--- src/rtl/alu_vec_pipe.sv ---
// alu_vec_pipe: two-stage pipelined vector ALU. It applies one operation to
// N_LANES independent WIDTH-bit lanes per transaction. It supports a
// valid/ready handshake, per-lane masking, saturating arithmetic and a
// per-lane accumulator.
// S1 registers the operands and control. S2 computes the lane results and
// registers them, which makes all outputs come straight from flops.
module alu_vec_pipe #(
    parameter int WIDTH   = 4,
    parameter int N_LANES = 4
) (
    input  logic                       clk,
    input  logic                       arst,
    input  logic                       in_valid,
    output logic                       in_ready,
    input  logic [N_LANES*WIDTH-1:0]   a,
    input  logic [N_LANES*WIDTH-1:0]   b,
    input  logic [2:0]                 select,
    input  logic                       sat_en,
    input  logic [N_LANES-1:0]         lane_mask,
    output logic                       out_valid,
    input  logic                       out_ready,
    output logic [N_LANES*WIDTH-1:0]   data_out,
    output logic [N_LANES-1:0]         carry_out,
    output logic [N_LANES-1:0]         a_greater,
    output logic [N_LANES-1:0]         a_equal,
    output logic [N_LANES-1:0]         a_less
);

    localparam logic [2:0] OP_ADD = 3'd0;
    localparam logic [2:0] OP_SUB = 3'd1;
    localparam logic [2:0] OP_AND = 3'd2;
    localparam logic [2:0] OP_OR  = 3'd3;
    localparam logic [2:0] OP_XOR = 3'd4;
    localparam logic [2:0] OP_NOT = 3'd5;
    localparam logic [2:0] OP_MAX = 3'd6;
    localparam logic [2:0] OP_ACC = 3'd7;

    // Stage 1 holding registers
    logic                     s1_valid_q;
    logic [N_LANES*WIDTH-1:0] s1_a_q;
    logic [N_LANES*WIDTH-1:0] s1_b_q;
    logic [2:0]               s1_op_q;
    logic                     s1_sat_q;
    logic [N_LANES-1:0]       s1_mask_q;

    // Stage 2 valid. The S2 result registers live inside each lane.
    logic                     s2_valid_q;

    logic s2_adv;
    logic s1_adv;
    logic accept;

    // The handshake uses no skid buffer. in_ready follows out_ready combinationally.
    assign s2_adv    = !s2_valid_q || out_ready;
    assign s1_adv    = s1_valid_q && s2_adv;
    assign in_ready  = !s1_valid_q || s2_adv;
    assign accept    = in_valid && in_ready;
    assign out_valid = s2_valid_q;

    // S1: capture operands and control on every accepted transaction
    always_ff @(posedge clk) begin
        if (arst) begin
            s1_valid_q <= 1'b0;
            s1_a_q     <= '0;
            s1_b_q     <= '0;
            s1_op_q    <= OP_ADD;
            s1_sat_q   <= 1'b0;
            s1_mask_q  <= '0;
        end else begin
            if (in_ready) begin
                s1_valid_q <= in_valid;
            end
            if (accept) begin
                s1_a_q    <= a;
                s1_b_q    <= b;
                s1_op_q   <= select;
                s1_sat_q  <= sat_en;
                s1_mask_q <= lane_mask;
            end
        end
    end

    // S2 valid: S2 loads from S1 whenever it is empty or being drained
    always_ff @(posedge clk) begin
        if (arst) begin
            s2_valid_q <= 1'b0;
        end else if (s2_adv) begin
            s2_valid_q <= s1_valid_q;
        end
    end

    genvar gi;
    generate
        for (gi = 0; gi < N_LANES; gi++) begin : g_lane
            logic [WIDTH-1:0] a_l;
            logic [WIDTH-1:0] b_l;
            logic             lane_en;
            logic [WIDTH-1:0] acc_q;
            logic [WIDTH:0]   sum_w;
            logic [WIDTH:0]   diff_w;
            logic [WIDTH:0]   acc_w;
            logic [WIDTH-1:0] res_d;
            logic             carry_d;
            logic             gt_d;
            logic             eq_d;
            logic             lt_d;
            logic [WIDTH-1:0] data_q;
            logic             carry_q;
            logic             gt_q;
            logic             eq_q;
            logic             lt_q;

            assign a_l     = s1_a_q[gi*WIDTH +: WIDTH];
            assign b_l     = s1_b_q[gi*WIDTH +: WIDTH];
            assign lane_en = s1_mask_q[gi];

            // Lane datapath: one extra bit on each adder exposes the raw carry/borrow
            always_comb begin
                sum_w   = {1'b0, a_l} + {1'b0, b_l};
                diff_w  = {1'b0, a_l} - {1'b0, b_l};
                acc_w   = {1'b0, acc_q} + {1'b0, a_l};
                res_d   = '0;
                carry_d = 1'b0;
                case (s1_op_q)
                    OP_ADD: begin
                        res_d   = (s1_sat_q && sum_w[WIDTH]) ? '1 : sum_w[WIDTH-1:0];
                        carry_d = sum_w[WIDTH];
                    end
                    OP_SUB: begin
                        res_d   = (s1_sat_q && diff_w[WIDTH]) ? '0 : diff_w[WIDTH-1:0];
                        carry_d = diff_w[WIDTH];
                    end
                    OP_AND: res_d = a_l & b_l;
                    OP_OR:  res_d = a_l | b_l;
                    OP_XOR: res_d = a_l ^ b_l;
                    OP_NOT: res_d = ~a_l;
                    OP_MAX: res_d = (a_l > b_l) ? a_l : b_l;
                    OP_ACC: begin
                        res_d   = (s1_sat_q && acc_w[WIDTH]) ? '1 : acc_w[WIDTH-1:0];
                        carry_d = acc_w[WIDTH];
                    end
                    default: res_d = '0;
                endcase
                gt_d = a_l > b_l;
                eq_d = a_l == b_l;
                lt_d = a_l < b_l;
                if (!lane_en) begin
                    res_d   = '0;
                    carry_d = 1'b0;
                    gt_d    = 1'b0;
                    eq_d    = 1'b0;
                    lt_d    = 1'b0;
                end
            end

            // Result registers load only on an S1->S2 transfer, so they hold while stalled
            always_ff @(posedge clk) begin
                if (arst) begin
                    data_q  <= '0;
                    carry_q <= 1'b0;
                    gt_q    <= 1'b0;
                    eq_q    <= 1'b0;
                    lt_q    <= 1'b0;
                end else if (s1_adv) begin
                    data_q  <= res_d;
                    carry_q <= carry_d;
                    gt_q    <= gt_d;
                    eq_q    <= eq_d;
                    lt_q    <= lt_d;
                end
            end

            // The accumulator commits with the transfer. The next ACC in S1 therefore reads the updated value.
            always_ff @(posedge clk) begin
                if (arst) begin
                    acc_q <= '0;
                end else if (s1_adv && (s1_op_q == OP_ACC) && lane_en) begin
                    acc_q <= res_d;
                end
            end

            assign data_out[gi*WIDTH +: WIDTH] = data_q;
            assign carry_out[gi]               = carry_q;
            assign a_greater[gi]               = gt_q;
            assign a_equal[gi]                 = eq_q;
            assign a_less[gi]                  = lt_q;
        end
    endgenerate

endmodule

--- config.mk ---
export PLATFORM = sky130hd
export DESIGN_NAME = alu_vec_pipe
export DESIGN_NICKNAME = d
export VERILOG_FILES = /design/src/rtl/alu_vec_pipe.sv
export SDC_FILE = /design/constraint.sdc
export NUM_CORES = 1
export LEC_CHECK = 0
export ABC_AREA = 1
export CAP_MARGIN = 30
export CORE_MARGIN = 2
export CORE_UTILIZATION = 45
export DETAILED_ROUTE_END_ITERATION = 7
export PLACE_DENSITY = 0.66
export SYNTH_ARGS = -nofsm -noshare
export SYNTH_HDL_FRONTEND = slang
export SYNTH_SLANG_ARGS = --single-unit
export TNS_END_PERCENT = 100
--- constraint.sdc ---
create_clock -name clk -period 2.4 [get_ports clk]
set_clock_uncertainty 0.1 [all_clocks]
set_input_delay 0.36 -clock clk [delete_from_list [all_inputs] [get_ports clk]]
set_output_delay 0.36 -clock clk [all_outputs]
set_load 0.05 [all_outputs]
# Word level (Yosys, flattened, before mapping)

Cells that the tools add are included.

Reduce and logical (&&, ||, !) cells: 24
Eq/ne operators: 11
Add/sub/neg operators: 12
Muxes and demuxes: 44
$lt $le $gt $ge: 8
Bitwise gates (word level): 16

Operators by type and width:

| kind                                                | count |
|---|---|
| case mux 4 bit (8 select lines)                     | 4 |
| two-way mux 4 bit                                   | 20 |
| adder 4 x 4 -> 5 bit                                | 8 |
| subtractor 4 x 4 -> 5 bit                           | 4 |
| logical AND 1 bit                                   | 19 |
| bitwise AND 4 bit                                   | 4 |
| equality test 4 bit                                 | 4 |
| greater-than comparator 4 bit                       | 4 |
| < comparator 4 bit                                  | 4 |
| two-way mux 1 bit                                   | 16 |
| NOT 4 bit                                           | 4 |
| bitwise OR 4 bit                                    | 4 |
| bitwise XOR 4 bit                                   | 4 |
| equality test 3 bit, second input constant          | 4 |
| case mux 1 bit (3 select lines)                     | 4 |
| equality test 3 x 2 -> 1 bit, second input constant | 2 |
| equality test 3 x 1 -> 1 bit, second input constant | 1 |
| zero test 3 bit                                     | 1 |
| zero test 1 bit                                     | 2 |
| logical OR 1 bit                                    | 2 |

Input bits: 44
Word-level logic and storage cells: 146
Register bits after elaboration: 90
Output and inout bits: 34

# Depth between registers and ports, before layout

Depth in word-level cells: 5
Gate-level depth with buffers: 14
Gate-level depth less buffers: 14

# Worst setup path before layout

No wires, ideal clock.

Path kind: reg2reg
From: register s2_valid_q, in the netlist out_valid
To: register s1_valid_q
Clock period less this slack: 2179 ps
Arrival: 1937 ps
Stages on the path, launching flop included: 5
Slack: 221 ps
Library setup time: 142 ps
Buffers on the path: 1
Required time: 2158 ps
Cell sequence: dfxtp_1 -> nand3_1 -> nand2_1 -> clkbuf_1 -> a21oi_1

Longest elaborated chain between the ends: 3

Ends and longest elaborated chain:

| element                | line | source |
|---|---|---|
| from (decl)            | 47   | `logic s2_valid_q;` |
| from (signal assigned) | 88   | `s2_valid_q <= s1_valid_q;` |
| zero test 1 bit        | 54   | `assign s2_adv = !s2_valid_q \|\| out_ready;` |
| logical OR 1 bit       | 54   |  |
| logical OR 1 bit       | 56   | `assign in_ready = !s1_valid_q \|\| s2_adv;` |
| via in_ready           | 14   | `output logic in_ready,` |
| to (signal assigned)   | 71   | `s1_valid_q <= in_valid;` |
| to (decl)              | 39   | `logic s1_valid_q;` |

The timed path passes the listed nets, and every way through them passes these cells.
A chain may end at the register's enable or synchronous reset.

# Worst setup path in the final report

From: register s1_a_q[12]
To: register g_lane[3].acc_q[2]

Longest elaborated chain between the ends: 5
Elaborated cells between the ends (all ways): 13
Those cells by class: add/sub: 3; order compare: 1; mux: 6; reduce/logical: 3

Ends and longest elaborated chain:

| element                                            | line          | source |
|---|---|---|
| from (decl)                                        | 40            | `logic [N_LANES*WIDTH-1:0] s1_a_q;` |
| from (signal assigned)                             | 64            | `s1_a_q <= '0;` |
| from (signal assigned)                             | 74            | `s1_a_q <= a;` |
| adder 4 x 4 -> 5 bit, or another cell as far along | 121           | `acc_w = {1'b0, acc_q} + {1'b0, a_l};` |
| logical AND 1 bit, on equally long branches        | 139, 126, 130 |  |
| two-way mux 4 bit, on equally long branches        | 139, 126, 130 |  |
| case mux 4 bit (8 select lines) (*)                | 124           | `case (s1_op_q)` |
| two-way mux 4 bit (*)                              | 147           | `if (!lane_en) begin` |
| to (signal assigned)                               | 178           | `acc_q <= res_d;` |
| to (decl)                                          | 98            | `logic [WIDTH-1:0] acc_q;` |

Mark *: on every way between the ends. The rest lies on a longest branch, timed or not.

==> flow_summary_export.csv <==
group,metric,value,unit
cts,cts.clk_slew.worst_paths,0.07,ns
cts,ctsLongestPathBuffers,2,
routing,wl_per_cell,16.0,um
floorplanning,initial_utilization,0.463,
critical_path,cp_data_required_time,2.59,ns
cells_and_area,antenna_cells_inserted,0,
floorplanning,num_rows,43,
sta,hold_violations,0,
place,port_buffers,77,
sta,period_needed,2.19,ns
grt,grt-ovfl-total,0,
cells_and_area,fin_nets,1147,
critical_path,critPathMaxFanout,4,
critical_path,worst_path_most_repeated_cell,"a21oi_1",
logic_synthesis,synth.area.top_cells,"dfxtp_1 (28%), ha_1 (12%), a21oi_1 (11%)",
cells_and_area,layout-drive-gt1-share,0.0804,
logic_synthesis,synth_seq_area_share,0.279,
grt,grt_pass1_wl,31.4,mm
sta,worstMarginPinSlew,0.535,ns
logic_synthesis,synth_top_cell_by_area,"dfxtp_1",
routing,drc,0,
power_and_ir_drop,leakagePower,3.42,nW
logic_synthesis,syn-num-nets,1068,
cts,root_buffer,"clkbuf_16",
hold_path,min_path_cells,2,
routing,via_per_inst,5.34,
critical_path,reg2reg_slack,0.21,ns
routing,drtPass1Iterations,5,
cts,cts_tree,"built",
cts,cts_made_buffers,9,
floorplanning,ioPinCount,78,
logic_synthesis,synthArstFlopShare,0,
power_and_ir_drop,switching_share,0.337,
cells_and_area,post-route-cell-area,7900,um2
logic_synthesis,yosys_register_bits,90,
logic_synthesis,synth_edf_count,0,
power_and_ir_drop,internal_power,2.97,mW
hold_path,min_to,"g_lane[3].gt_q",
sta,slew_headroom,0.642,
grt,grt_antenna_before_repair,0,
critical_path,path_class,"reg2reg",
logic_synthesis,synth.avg_cell_area,6.81,um2
power_and_ir_drop,p_per_area,566,nW/um2
logic_synthesis,ys.warnings.count,0,
critical_path,crit_path_max_incr_delay,0.40,ns
cts,clock-sinks,90,
power_and_ir_drop,p_switching,1.51,mW
routing,drtAntennaViolNets,0,
floorplanning,die_w,124,um
run,drv_cap,0,
sta,fin_ws,0.206,ns
place,post-place-ws,0.0818,ns
logic_synthesis,syn_inst,948,
place,gp_congestion,0.947,
logic_synthesis,synth.distinct_cells,31,
power_and_ir_drop,ir_drop,0.369,mV
cells_and_area,final_cell_count_no_fill,1212,
power_and_ir_drop,power_frac_clock,0.346,
cts,cts_hold_buf,0,
hold_path,hold_class,"reg2reg",
sta,setup-violations-final,0,
routing,vias,6477,
sta,fin_crit_sh,0.914,
grt,grt_pass1_vias,6203,
floorplanning,core_area,13900,um2
cells_and_area,finish.utilization,0.567,
critical_path,worst-r2r-cell-count,10,
status,status,"complete, no violations",
critical_path,worstPathArrival,2.38,ns
sta,fmax,0.456,GHz
floorplanning,die_h,124,um
hold_path,min_from,"g_lane[3].gt_q",
routing,wl,19.3,mm
cts,postCtsSetupBuffers,0,
routing,first_iter_violations,416,
critical_path,crit_chain,"ha_1, inv_1, fa_1, o21ai_0, a21oi_1, nor2_1, nor2_2, a21oi_1, nand2_1, a21oi_1",
power_and_ir_drop,combinationalPowerShare,0.289,
place,placed_cells,1196,
grt,grt_usage,0.266,
power_and_ir_drop,finalPower,4.47,mW
cts,cts_resized,0,
place,dpl_cell_area,7540,um2
logic_synthesis,ys.flop_type,"dfxtp_1",
logic_synthesis,synth_area,6460,um2
critical_path,worstSetupStartpointType,"flop",
cells_and_area,area_delta_synth_final,22.4,%
grt,grt_max_degree,54,
floorplanning,die_area,15300,um2
sta,final_max_slew_viol_count,0,
cts,insertion_delay,0.36,ns
critical_path,worst_path_max_delay_cell,"dfxtp_1",
critical_path,r2r-end,"g_lane[3].acc_q[2]",
critical_path,end_kind,"flop",
critical_path,rr_startpoint,"s1_a_q[12]",
place,hpwl,14.6,mm
cts,h-tree-depth,3,
power_and_ir_drop,seq_power_share,0.365,
logic_synthesis,synth_top_area_share,0.279,
==> cell type report <==
cell class,count,area (um2)
Timing Repair Buffer,117,1120
Tap cell,180,225
Inverter,114,430
Fill cell,1395,6030
Clock buffer,13,280
Sequential cell,90,1810
Clock inverter,3,45.0
Multi-Input combinational cell,695,4000
==> layer usage <==
layer | vias to the layer above | part of all wire | global-route usage
li1 | 3271 | - | -
met1 | 2988 | 0.46 | 0.355
met2 | 185 | 0.47 | 0.444
met3 | 33 | 0.047 | 0.0307
met4 | 0 | 0.023 | 0.0994
met5 | - | 0 | 0
==> worst max path at each step <==
stage	from	endpoint	slack [ns]	cells past startpoint
finish	s1_a_q[12]	g_lane[3].acc_q[2]	0.21	10
floorplan	out_valid	s1_valid_q	0.22	4
CTS	s1_a_q[5]	g_lane[1].acc_q[3]	0.07	9
detailed placement	s1_a_q[5]	g_lane[1].data_q[3]	0.08	9
global placement	s1_a_q[5]	g_lane[1].acc_q[3]	0.06	9
global route	s1_a_q[3]	g_lane[0].acc_q[1]	-0.008	13
==> logic make-up after synthesis <==
family          count (synthesis)  share of synthesized area
fa+ha+maj                      76                      0.161
compound gates                268                      0.211
xor+xnor                       15                     0.0203
buf+inv                       163                      0.107
flops                          90                      0.279
simple gates                  336                      0.221
==> worst max-delay path, delay by kind of cell (launching register included) <==
| family | cells | cell delay [ns] |
|---|---|---|
| AOI/OAI and AO/OA | 4 | 0.64 |
| adders and majority gates | 2 | 0.59 |
| DFF | 1 | 0.40 |
| and+or+nand+nor | 3 | 0.32 |
| buffers and inverters | 1 | 0.07 |
==> cells in the final DEF (no fill, tap or decap), types with 4 or more instances in the layout <==
cell type	Yosys	final
buf_12	0	4
ha_1	64	62
clkbuf_8	0	4
nand3_1	84	83
o22ai_1	9	9
nand2_1	167	165
dfxtp_1	90	87
nand3b_1	4	4
clkdlybuf4s50_1	0	76
fa_1	12	12
inv_2	4	5
a21oi_1	138	137
inv_1	108	106
clkbuf_16	0	9
xor2_1	9	9
o21ai_0	114	114
xnor2_1	6	6
nor2_1	72	71
buf_4	18	37
==> Yosys cell counts, types with 12 or more instances <==
cell / count
a21oi_1: 138
buf_4: 18
clkbuf_1: 22
dfxtp_1: 90
fa_1: 12
ha_1: 64
inv_1: 108
nand2_1: 167
nand3_1: 84
nor2_1: 72
o21ai_0: 114
==> registers in the layout (all words and copies together), names as in the netlist <==
signal and flops:
s1_sat_q 1, g_lane.eq_q 4, g_lane.lt_q 4, s1_b_q 16, s1_a_q 16, out_valid 1
s1_mask_q 4, g_lane.carry_q 4, g_lane.gt_q 4, g_lane.acc_q 16, s1_valid_q 1, s1_op_q 3
g_lane.data_q 16
==> power groups by stage <==
stage          registers (mW)  clock network (mW)  logic, mW
2_1_floorplan            1.72                   0      0.786
3_3_place_gp             1.66                   0       1.26
3_5_place_dp             1.66                   0       1.26
4_1_cts                  1.63                1.57       1.27
5_1_grt                  1.64                1.63       1.44
6_report                 1.63                1.55       1.29
==> through the flow <==
step	setup TNS (ns)	hold slack [ns]
6_report	0	0.364
3_5_place_dp	0	0.358
3_3_place_gp	0	0.352
2_1_floorplan	0	0.345
5_1_grt	-0.0148	0.386
4_1_cts	0	0.368
Note: power is estimated with default switching activity, not from simulation.
==> variant 1 (same flow settings) <==
`N_LANES`: 4 -> 6.
--- a/src/rtl/alu_vec_pipe.sv
+++ b/src/rtl/alu_vec_pipe.sv
@@ -6,7 +6,7 @@
 // registers them, which makes all outputs come straight from flops.
 module alu_vec_pipe #(
     parameter int WIDTH   = 4,
-    parameter int N_LANES = 4
+    parameter int N_LANES = 6
 ) (
     input  logic                       clk,
     input  logic                       arst,
Interface: changed (8 resized); port bits go from 78 to 112. The function was not compared with the original's and may differ.
==> variant 1 against the unedited design <==
  * Maximum frequency is 3.4% lower
  * Power is 61% higher
  * Utilization is 0.74 points lower
  * Worst hold slack worse by 1.0 ps
  * Sequential cell count is 42 higher
  * Sequential share of layout area is 0.33 points lower
  * Setup slack worse by 77 ps
  * Critical path depth is 3 higher
  * Critical endpoint is now g_lane[4].data_q[3]
  * Area after synthesis is 50% higher
  * Final cell count is 48% higher
  * Via count is 48% higher
  * Routed wire length is 52% higher
  * Design area is 49% higher
==> variant 1: results <==
cells_and_area:
  clock_cell_area_share: 0.0537
  nFillCells: 2082
  area_delta_synth_final_pct: 21.8
  multi_input_area_share: 0.509
  final_nets: 1680
  nFlopsAndLatches: 132
  nClkBuffers: 19
  inverters_excl_clock: 162
  buffer_area_frac: 0.130
  final_cell_area_sq_um: 11800
  final_cells: 1791
  drive_gt1_frac: 0.0805
  buffers: 159
  seq_area_sq_um: 2650
  multi_input_gates: 1032
drt:
  dr.pass1.iters: 6
  wire_per_inst_um: 16.4
  via_per_inst: 5.34
  drt-initial-drc-count: 856
placed_design:
  post_dp_cell_area_sq_um: 11100
  numPortBuffers: 111
  place_congestion: 0.946
  dp_slack_ps: -29.6
  hpwl_um: 21500
worst_setup_path:
  cp_top_family: "simple AND/OR/NAND/NOR gates"
  path_class: "reg2reg"
  endpoint: "g_lane[4].data_q[3]"
  reg2reg_from: "s1_a_q[18]"
  reg2regPathDepth: 13
  worstReg2RegEnd: "g_lane[4].data_q[3]"
  worstPathArrival_ps: 2480
  path_max_fanout: 6
  cpPeakStageDelay_ps: 470
clock_tree:
  clock-root-buffer: "clkbuf_16"
  cts_buffers: 17
  cts.htree.levels: 4
  clock_latency_ps: 430
synthesis:
  ys_seq_area_frac: 0.273
  post_synth.cell_area_avg_sq_um: 6.88
  syn-num-nets: 1580
  synthTopCellsByCount: "nand2_1 (232), a21oi_1 (198), o21ai_0 (167)"
  synth_cell_types: 34
  synth_area_leaders: "dfxtp_1 (27%), ha_1 (12%), a21oi_1 (10%)"
global_route:
  track_usage: 0.263
  grt_pass1_vias: 8983
  grt_pass1_wl_um: 46700
  grt_max_degree: 79
sta:
  slew_headroom: 0.607
  worst_slack_ps: 129
run_status:
  outcome: "finished clean"
pwr:
  irDropWorstVdd_v: 0.000435
  p_sw_frac: 0.330
  power.leakage_nw: 5.06
worst_hold_path:
  min_from: "g_lane[4].carry_q"
variant 1: changes by cell type after synthesis, sizes merged, moves of 7 or more:
cell    before  now
nand2      167  235
nand3       85  145
ha          64   96
a21oi      138  199
o21ai      117  179
nor2        76  110
dfxtp       90  132
buf         26   48
inv        113  162
clkbuf      23   30
variant 1: cell families (layout without fill, tap and decap cells):
kind of cell | Yosys count | in the layout | share of synthesized area
compound gates | 400 | 400 | 0.212
xor+xnor | 23 | 23 | 0.0208
fa+ha+maj | 114 | 114 | 0.162
buf+inv | 240 | 352 | 0.111
flops | 132 | 132 | 0.273
simple gates | 495 | 495 | 0.221
variant 1: worst min-delay path by stage:
stage	to	slack [ps]	cells after the start
2_1_floorplan	g_lane[0].carry_q	350	2
3_3_place_gp	g_lane[2].lt_q	350	2
3_5_place_dp	g_lane[2].lt_q	360	2
4_1_cts	g_lane[2].lt_q	370	2
5_1_grt	g_lane[4].carry_q	380	2
6_report	g_lane[4].carry_q	360	2
variant 1: power groups by stage:
| stage | logic, mW | registers, mW | clock network [mW] |
|---|---|---|---|
| after floorplan | 1.20 | 2.52 | 0 |
| after global placement | 1.92 | 2.43 | 0 |
| after detailed placement | 1.92 | 2.43 | 0 |
| after CTS | 1.93 | 2.38 | 2.87 |
| after global routing | 2.18 | 2.40 | 2.97 |
| final | 1.97 | 2.39 | 2.83 |
variant 1: timing repair:
| action | 4_1_cts | 5_1_grt |
|---|---|---|
| gates resized for setup | 1 | 16 |
| setup buffers | 0 | 0 |
| gates cloned | 0 | 0 |
| endpoints found under the setup margin | 4 | 29 |
variant 1: routing by layer:
metal / part of all wire / global-route usage / up-vias
li1: - / - / 4852
met1: 0.46 / 0.360 / 4315
met2: 0.45 / 0.429 / 352
met3: 0.066 / 0.0388 / 51
met4: 0.023 / 0.0811 / 0
met5: 0 / 0 / -
==> variant 2 (same flow settings) <==
Made on the original files. Reset style: asynchronous (`arst`), changed in 4 clocked blocks.
--- a/src/rtl/alu_vec_pipe.sv
+++ b/src/rtl/alu_vec_pipe.sv
@@ -58,7 +58,7 @@
     assign out_valid = s2_valid_q;
 
     // S1: capture operands and control on every accepted transaction
-    always_ff @(posedge clk) begin
+    always_ff @(posedge clk or posedge arst) begin
         if (arst) begin
             s1_valid_q <= 1'b0;
             s1_a_q     <= '0;
@@ -81,7 +81,7 @@
     end
 
     // S2 valid: S2 loads from S1 whenever it is empty or being drained
-    always_ff @(posedge clk) begin
+    always_ff @(posedge clk or posedge arst) begin
         if (arst) begin
             s2_valid_q <= 1'b0;
         end else if (s2_adv) begin
@@ -154,7 +154,7 @@
             end
 
             // Result registers load only on an S1->S2 transfer, so they hold while stalled
-            always_ff @(posedge clk) begin
+            always_ff @(posedge clk or posedge arst) begin
                 if (arst) begin
                     data_q  <= '0;
                     carry_q <= 1'b0;
@@ -171,7 +171,7 @@
             end
 
             // The accumulator commits with the transfer. The next ACC in S1 therefore reads the updated value.
-            always_ff @(posedge clk) begin
+            always_ff @(posedge clk or posedge arst) begin
                 if (arst) begin
                     acc_q <= '0;
                 end else if (s1_adv && (s1_op_q == OP_ACC) && lane_en) begin
Formal check against the unedited RTL: differs if arst is asserted again (counterexample within 4 cycles, from zero or initial values and one cycle with arst high); with arst held inactive, the same outputs for 4 cycles.
==> variant 2 against the unedited design <==
  * Routed wire length shrank 4.8%
  * Sequential share of layout area is 4.8 points higher
  * Sequential cell count unchanged
  * Setup slack got worse by 48 ps
  * Area after synthesis grew 4.6%
  * Via count shrank 3.3%
  * Final cell count fell by 0.41%
  * Synthesized cell count shrank 1.4%
  * Design area is 3.2% higher
Power is not compared: it rests on default switching activity, and its combinational part moved more than twofold at a synthesized area within 25%.
==> variant 2: results <==
drt:
  via_per_inst: 5.19
  met3_length_um: 961
  wl_met1_um: 8450
  drt-initial-drc-count: 432
global_route:
  track_usage: 0.240
  grt.met2_usage: 0.385
  grt_max_degree: 91
  grt_pass1_wl_um: 30600
  met3_usage: 0.0468
  grt_pass1_vias: 6021
  grt_util_met1: 0.332
placed_design:
  dp.cells: 1191
  hpwl_um: 14000
worst_setup_path:
  cpPeakStageDelay_ps: 420
  endpoint: "g_lane[0].data_q[3]"
  critPathSlowestCell: "dfrtp_1"
  worstPathArrival_ps: 2440
cells_and_area:
  final_nets: 1138
  drive_gt1_frac: 0.0694
synthesis:
  syn-instance-count: 935
  syn-num-nets: 1055
  synthTopCellsByCount: "nand2_1 (201), inv_1 (119), nand3_1 (113)"
  synthFlopType: "dfrtp_1"
run_status:
  outcome: "finished clean"
sta:
  slew_headroom: 0.556
  worst_slack_ps: 158
[variant 2: changes by cell type after synthesis, moves of 11 or more]
cell,delta
dfrtp_1,+90
nand3_1,+29
o21ai_0,-58
dfxtp_1,-90
inv_1,+11
nor2_1,+36
nand2_1,+34
a21oi_1,-54
[variant 2: power groups by stage]
stage	logic [mW]	clock network [mW]	registers, mW
2_1_floorplan	2.70	0	2.63
3_3_place_gp	4.27	0	2.26
3_5_place_dp	4.28	0	2.26
4_1_cts	4.30	1.47	2.24
5_1_grt	4.82	1.52	2.30
6_report	4.32	1.42	2.24
[variant 2: cell type report]
class	instances	area (sq um)
fill	1385	6430
clock buffer	11	233
clock inverter	5	55.1
timing repair buffer	116	1110
multi-input combinational	681	3820
tap	184	230
sequential	90	2250
inverter	120	454
[variant 2: cell families (layout without fill, tap and decap cells)]
logic type                 Yosys count  count (layout)  share of synthesized area
buffers and inverters              164             252                      0.103
AOI/OAI and AO/OA                  159             159                      0.123
xor gates and xnor gates            16              16                     0.0207
DFF                                 90              90                      0.333
and+or+nand+nor                    430             430                      0.265
adders and majority gates           76              76                      0.154
[variant 2: how the worst min path moves through the flow]
stage                                   start                  end  slack [ps]
after floorplan            g_lane[3].acc_q[0]   g_lane[3].acc_q[0]         350
after detailed placement  g_lane[3].data_q[2]  g_lane[3].data_q[2]         370
final                     g_lane[2].data_q[2]  g_lane[2].data_q[2]         380
after global routing      g_lane[2].data_q[0]  g_lane[2].data_q[0]         410
after global placement    g_lane[3].data_q[1]  g_lane[3].data_q[1]         360
after CTS                 g_lane[3].data_q[2]  g_lane[3].data_q[2]         380
